**config.mk**
```make
export PLATFORM = sky130hd
export DESIGN_NAME = if_id_skid_flat
export DESIGN_NICKNAME = d
export VERILOG_FILES = /design/src/rtl/if_id_skid_if.sv /design/src/rtl/if_id_skid.sv /design/src/flat_wrapper.sv
export SDC_FILE = /design/constraint.sdc
export NUM_CORES = 1
export LEC_CHECK = 0
export CELL_PAD_IN_SITES_DETAIL_PLACEMENT = 1
export CELL_PAD_IN_SITES_GLOBAL_PLACEMENT = 2
export CORE_MARGIN = 1
export CORE_UTILIZATION = 28
export CTS_CLUSTER_DIAMETER = 150
export DETAILED_ROUTE_END_ITERATION = 10
export PLACE_DENSITY_LB_ADDON = 0.05
export SLEW_MARGIN = 10
export SYNTH_ARGS = -nofsm -noshare
export SYNTH_HDL_FRONTEND = slang
export SYNTH_SLANG_ARGS = --single-unit
```
**constraint.sdc**
```tcl
create_clock -name clk -period 2.2 [get_ports clk]
set_input_delay 0.44 -clock clk [delete_from_list [all_inputs] [get_ports clk]]
set_output_delay 0.44 -clock clk [all_outputs]
set_load 0.02 [all_outputs]
```
**src/rtl/if_id_skid_if.sv**
```systemverilog
// rtl/if_id_skid_if.sv - fetch/decode handshake bundle for the IF/ID skid buffer
//
// Purpose: carries every non-clock, non-reset signal between fetch, the
// IF/ID buffer and decode.
// Modports:
//   slave  - the buffer: takes fetch data, ValidF, FlushD and ReadyD;
//            drives ReadyF, the head outputs, ValidD and Count
//   master - the surrounding pipeline (or a bench) driving the buffer
interface if_id_skid_if #(
  parameter int DATA_WIDTH = 32
);
  logic [DATA_WIDTH-1:0] InstrF;
  logic [DATA_WIDTH-1:0] PCF;
  logic [DATA_WIDTH-1:0] PCPlus4F;
  logic                  ValidF;
  logic                  ReadyF;
  logic                  FlushD;
  logic                  ReadyD;
  logic [DATA_WIDTH-1:0] InstrD;
  logic [DATA_WIDTH-1:0] PCD;
  logic [DATA_WIDTH-1:0] PCPlus4D;
  logic                  ValidD;
  logic [1:0]            Count;

  modport slave (
    input  InstrF, PCF, PCPlus4F, ValidF, FlushD, ReadyD,
    output ReadyF, InstrD, PCD, PCPlus4D, ValidD, Count
  );

  modport master (
    output InstrF, PCF, PCPlus4F, ValidF, FlushD, ReadyD,
    input  ReadyF, InstrD, PCD, PCPlus4D, ValidD, Count
  );
endinterface

```
**src/rtl/if_id_skid.sv**
```systemverilog
// rtl/if_id_skid.sv - 2-entry in-order IF/ID skid buffer with flush
//
// Purpose: decouples fetch from decode. Entry 0 is the head and drives the
// decode-side outputs straight from registers; entry 1 absorbs one extra
// instruction when decode stalls. An empty buffer presents a NOP bubble.
// Ports:
//   clk  - clock, all state updates on the rising edge
//   rst  - synchronous active-high reset, overrides flush/push/pop
//   bus  - if_id_skid_if.slave: InstrF/PCF/PCPlus4F/ValidF/ReadyF from fetch,
//          FlushD, ReadyD/InstrD/PCD/PCPlus4D/ValidD to decode, Count
module if_id_skid #(
  parameter int                    DATA_WIDTH = 32,
  parameter logic [DATA_WIDTH-1:0] NOP_INSTR  = 32'h00000013
) (
  input  logic         clk,
  input  logic         rst,
  if_id_skid_if.slave  bus
);

  logic [1:0]            count;
  logic [DATA_WIDTH-1:0] instr0;
  logic [DATA_WIDTH-1:0] pc0;
  logic [DATA_WIDTH-1:0] pc4_0;
  logic [DATA_WIDTH-1:0] instr1;
  logic [DATA_WIDTH-1:0] pc1;
  logic [DATA_WIDTH-1:0] pc4_1;

  logic       ready_f;
  logic       valid_d;
  logic       push;
  logic       pop;
  logic [2:0] count_sum;

  // ReadyF depends only on registered occupancy and rst, so decode stalls
  // and redirects never form a combinational loop back into fetch.
  assign ready_f = (count != 2'd2) & ~rst;
  assign valid_d = (count != 2'd0);
  assign push    = bus.ValidF & ready_f;
  assign pop     = valid_d & bus.ReadyD;

  // Three bits wide so an underflow wraps to 7 and an overflow reaches 3,
  // both of which the occupancy check below rejects.
  assign count_sum = {1'b0, count} + {2'b00, push} - {2'b00, pop};

  always_ff @(posedge clk) begin
    if (rst || bus.FlushD) begin
      count  <= 2'd0;
      instr0 <= NOP_INSTR;
      pc0    <= '0;
      pc4_0  <= '0;
      instr1 <= '0;
      pc1    <= '0;
      pc4_1  <= '0;
    end else begin
      count <= count_sum[1:0];
      if (pop && count == 2'd2) begin
        // Full buffer drains: entry 1 shifts up. Push cannot coincide here.
        instr0 <= instr1;
        pc0    <= pc1;
        pc4_0  <= pc4_1;
        instr1 <= '0;
        pc1    <= '0;
        pc4_1  <= '0;
      end else if (push && (count == 2'd0 || pop)) begin
        // Empty, or single entry replaced in the same cycle: new head.
        instr0 <= bus.InstrF;
        pc0    <= bus.PCF;
        pc4_0  <= bus.PCPlus4F;
      end else if (push) begin
        instr1 <= bus.InstrF;
        pc1    <= bus.PCF;
        pc4_1  <= bus.PCPlus4F;
      end else if (pop) begin
        // Last entry leaves: head reverts to the bubble.
        instr0 <= NOP_INSTR;
        pc0    <= '0;
        pc4_0  <= '0;
      end
    end
  end

  always_ff @(posedge clk) begin
    if (!rst && !bus.FlushD) begin
      assert (count_sum <= 3'd2);
    end
  end

  assign bus.ReadyF   = ready_f;
  assign bus.ValidD   = valid_d;
  assign bus.Count    = count;
  assign bus.InstrD   = instr0;
  assign bus.PCD      = pc0;
  assign bus.PCPlus4D = pc4_0;

endmodule

```
**src/flat_wrapper.sv**
```systemverilog
// flat-port wrapper written by rule: the top's interface ports become plain ports
module if_id_skid_flat 
#(
  parameter int                    DATA_WIDTH = 32,
  parameter logic [DATA_WIDTH-1:0] NOP_INSTR  = 32'h00000013
)
  (clk, rst, bus_InstrF, bus_PCF, bus_PCPlus4F, bus_ValidF, bus_FlushD, bus_ReadyD, bus_ReadyF, bus_InstrD, bus_PCD, bus_PCPlus4D, bus_ValidD, bus_Count);
  if_id_skid_if #(.DATA_WIDTH(DATA_WIDTH)) bus_i ();
  input  logic clk;
  input  logic rst;
  input wire logic [$bits(bus_i.InstrF)-1:0] bus_InstrF;
  input wire logic [$bits(bus_i.PCF)-1:0] bus_PCF;
  input wire logic [$bits(bus_i.PCPlus4F)-1:0] bus_PCPlus4F;
  input wire logic [$bits(bus_i.ValidF)-1:0] bus_ValidF;
  input wire logic [$bits(bus_i.FlushD)-1:0] bus_FlushD;
  input wire logic [$bits(bus_i.ReadyD)-1:0] bus_ReadyD;
  output wire logic [$bits(bus_i.ReadyF)-1:0] bus_ReadyF;
  output wire logic [$bits(bus_i.InstrD)-1:0] bus_InstrD;
  output wire logic [$bits(bus_i.PCD)-1:0] bus_PCD;
  output wire logic [$bits(bus_i.PCPlus4D)-1:0] bus_PCPlus4D;
  output wire logic [$bits(bus_i.ValidD)-1:0] bus_ValidD;
  output wire logic [$bits(bus_i.Count)-1:0] bus_Count;
  assign bus_i.InstrF = bus_InstrF;
  assign bus_i.PCF = bus_PCF;
  assign bus_i.PCPlus4F = bus_PCPlus4F;
  assign bus_i.ValidF = bus_ValidF;
  assign bus_i.FlushD = bus_FlushD;
  assign bus_i.ReadyD = bus_ReadyD;
  assign bus_ReadyF = bus_i.ReadyF;
  assign bus_InstrD = bus_i.InstrD;
  assign bus_PCD = bus_i.PCD;
  assign bus_PCPlus4D = bus_i.PCPlus4D;
  assign bus_ValidD = bus_i.ValidD;
  assign bus_Count = bus_i.Count;
  if_id_skid #(.DATA_WIDTH(DATA_WIDTH), .NOP_INSTR(NOP_INSTR)) u_core (.clk(clk), .rst(rst), .bus(bus_i));
endmodule
```
==> metrics.md, run 1 <==
| Metric | Value |
|---|---|
| Result of the run | finished, final reports clean |
| Clock Skew | around 14 ps |
| Type of element capturing the critical path | output pin |
| Top metal layer carrying routed signals | met4 |
| Async S/R FF share, synth | 0% |
| Quantity of gates resized following cts | 2 |
| Clock share of power | 38.5% |
| Leading area contributor after synthesis | sky130_fd_sc_hd__dfxtp_1 |
| Vias | roughly 8.2k |
| Core region area | ~29000 µm² |
| Setup repair after global routing missed its margin | false |
| Routed length on met3 | 1275 µm |
| Crit path kind | primary input to output pin |
| Insertion delay of the later-clocked pin in the worst-skew pair | approximately 440 ps |
| Final clock period utilization by the worst path | 96.21% |
| Share of final-layout standard cells stronger than drive strength 1 | ~9% |
| Height of the chip | 173.6 µm |
| Commonest cells after routing, fill and taps aside | sky130_fd_sc_hd__nand2_1, sky130_fd_sc_hd__clkdlybuf4s50_1, sky130_fd_sc_hd__dfxtp_1 |
| Final setup fails | 0 |
| Mean area per synthesized cell | slightly above 8 µm² |
| Combinational cell fraction of total power | 15.7% |
| Dominant register cell in the synthesized netlist | sky130_fd_sc_hd__dfxtp_1 |
| Deepest clock path buffer count | 2 |
| Clock tree from TritonCTS | built |
| Pint | around 0.0057 W |
| Count of warnings emitted by yosys | 0 |
| Root Driver | sky130_fd_sc_hd__clkbuf_16 |
| Per-cell routed wire length | 20.03 µm |
| Global placement routability congestion | 0.7342 |
| Clock sink count | around 190 |
| Data arrival at the endpoint of the critical path | 1680 ps |
| Inserted Clock Buffers | 17 |
| Maximum capacitance violations | 0 |
| Synthesized flop and latch total | 194 |
| Initial antenna violation count | 2 |
| Unique masters post-synth | 25 |
| Hold path cells | 2 |
| Total power | 0.007989 W |
| Vias per cell | about 5.2 |
| Routed wire length | 31500 µm |
| Most common library cell in the layout ignoring fill and taps | sky130_fd_sc_hd__nand2_1 |
| Logic depth of the worst register-to-register path | 8 |
| Remaining global-route overflow | 0 |
| PD cells | between 600 and 700 nW/µm² |
| CTS H-tree lvls | 4 |
| Number of top-level design ports | around 200 |
| Number of flops mapped to enable cells by yosys | 0 |
| DRC marker count from the first detailed-route iteration | 451 |
| Syn nets | 1118 |
| Via count of the first global-routing pass | roughly 8.4k |
| Detailed Place HPWL | 19500 µm |
| Detailed-route DRC error count | 0 |
| Share of total power consumed by net switching | 28.72% |
| VDD IR-drop max | roughly 0.52 mV |
| Initial core utilization | 28.57% |
| Worst hold-check path type | flip-flop to flip-flop |
| Final count of pins violating max slew | 0 |
| Highest Clock Rate | 472.5 MHz |
| Leakage power figure | between 3 and 4 nW |
| Total net switching power | 0.002295 W |
| Maximum number of pins on one net before global-route repair | 97 |
| Worst Max-Slew Pin Slew | 539.7 ps |
| Portion of the post-synthesis area used by sequential elements | ~47% |
| Count of hold buffers inserted by post-cts repair | 0 |
| Layout-stage area growth over the synthesis result | 41.76% |
| CTS clk-pin slew, worst paths | 70 ps |
| Final ANT Viol Nets | 0 |
| Rows | 62 |
| Maximum fanout count along the critical path | 3 |
| Net count reported at finish | 1278 |
| Fraction of power consumed by sequential logic | 45.8% |
| Number of fillers in the final layout | 3343 |
| Endpoints failing hold | 0 |
| Overall Global Routing Usage | 20.97% |
| Worst max-slew margin expressed relative to the limit | 64.02% |
| Count of input and output buffers | 200 |
| Total setup buffers inserted after CTS | 0 |
| X dimension of the die | 173.6 µm |
| Global-route wire length before repair | 49490 µm |
| CP required | 1760 ps |
| Area of the die | ~30000 µm² |
| Area share of the leading cell type in the synthesized netlist | 47.10% |
| Wire length on met2 | around 15000 µm |
| Cell count after synthesis | 1015 |
| First-pass DRT Iterations | 5 |
| Worst slack on hold paths | 451.0 ps |
| Top post-synthesis cells by area | sky130_fd_sc_hd__dfxtp_1, sky130_fd_sc_hd__nand2_1, sky130_fd_sc_hd__o211ai_1, sky130_fd_sc_hd__o31ai_1, sky130_fd_sc_hd__a31oi_1 |
| Metal-1 WL | 14880 µm |
| Kind of start point of the critical path | primary input |
| Time the worst path needs with I/O delays and setup | about 2100 ps |
| Netlist area before placement | between 8000 and 9000 µm² |
final cells by class:
class                   count  area (µm²)  area share [%]
diodes                      2       5.005         0.04282
inverters                   9       33.78          0.2890
clock buffers              19       442.9           3.789
clock inverters            12       115.1          0.9848
well taps                 384       480.5           4.110
repair buffers            261        2863           24.49
flip-flops and latches    194        3885           33.24
multi-input cells         692        3864           33.06
power by group through the flow:
stage               clock network [W]  logic [W]  registers, W
floorplan                           0   0.000454       0.00383
global placement                    0    0.00126       0.00374
detailed placement                  0    0.00127       0.00374
CTS                           0.00316    0.00127       0.00366
global route                  0.00331    0.00134       0.00367
finish                        0.00307    0.00126       0.00366
synth_stat cells, types with 4 or more instances:
cell type	instances
sky130_fd_sc_hd__a21oi_1	96
sky130_fd_sc_hd__buf_1	6
sky130_fd_sc_hd__a31oi_1	93
sky130_fd_sc_hd__buf_2	36
sky130_fd_sc_hd__nand2_1	285
sky130_fd_sc_hd__o31ai_1	96
sky130_fd_sc_hd__clkbuf_1	71
sky130_fd_sc_hd__o211ai_1	96
sky130_fd_sc_hd__dfxtp_1	194
sky130_fd_sc_hd__inv_1	9
sky130_fd_sc_hd__nand2b_1	4
sky130_fd_sc_hd__buf_6	6
flip-flops by register name, summed over array words and instances (netlist names):
signal               count
u_core.instr1           32
u_core.bus.PCD          32
u_core.bus.Count         2
u_core.pc1              32
u_core.bus.InstrD       32
u_core.pc4_1            32
u_core.bus.PCPlus4D     32
final timing paths:
path	startpoint	to	slack, ps
setup / recovery	rst	bus_ReadyF	80
hold / removal	u_core.instr1[4]	u_core.instr1[4]	450
setup reg to reg	u_core.bus.Count[0]	u_core.bus.Count[1]	430
hold reg to reg	u_core.instr1[4]	u_core.instr1[4]	450
logic make-up (layout without fill, tap and decap cells):
group,Yosys count,in the layout,synth area share [%]
flip-flops,194,194,47.10
buffers and inverters,129,301,7.011
other,0,2,0
adder cells (fa/ha/maj),2,2,0.3034
AO/OA/AOI/OAI,385,385,30.77
AND/OR/NAND/NOR,303,303,14.60
XOR/XNOR,2,2,0.2125
through the flow:
step / cells / worst slack (ps) / setup TNS [ps] / util (%) / area (µm²)
2_1_floorplan: 1015 / 111.9 / 0 / - / 8245
3_3_place_gp: 1540 / 4.120 / 0 / 38.53 / 11120
3_5_place_dp: 1540 / -8.249 / -8.249 / 38.53 / 11120
4_1_cts: 1571 / 26.94 / 0 / 40.48 / 11680
5_1_grt: 1572 / 19.53 / 0 / 40.50 / 11690
6_report: 1573 / 83.47 / 0 / 40.50 / 11690
per-layer routing:
layer	global-route usage, %	up-vias
met5	0	-
met4	4.167	0
met3	3.443	18
met2	35.48	187
met1	28.09	3993
li1	-	3969
worst max-delay path, cell delays in order:
cell                              delay [ps]
sky130_fd_sc_hd__clkdlybuf4s50_1         490
sky130_fd_sc_hd__nor2_1                  140
sky130_fd_sc_hd__clkdlybuf4s50_1         610
(Power assumes the default switching activity.)
==> inputs of run 2 (changes only) <==
--- a/config.mk
+++ b/config.mk
@@ -16,3 +16,4 @@
 export SYNTH_ARGS = -nofsm -noshare
 export SYNTH_HDL_FRONTEND = slang
 export SYNTH_SLANG_ARGS = --single-unit
+export TNS_END_PERCENT = 30
==> results of run 2 <==
The final DEF is identical to that of run 1; final timing and power are the same.
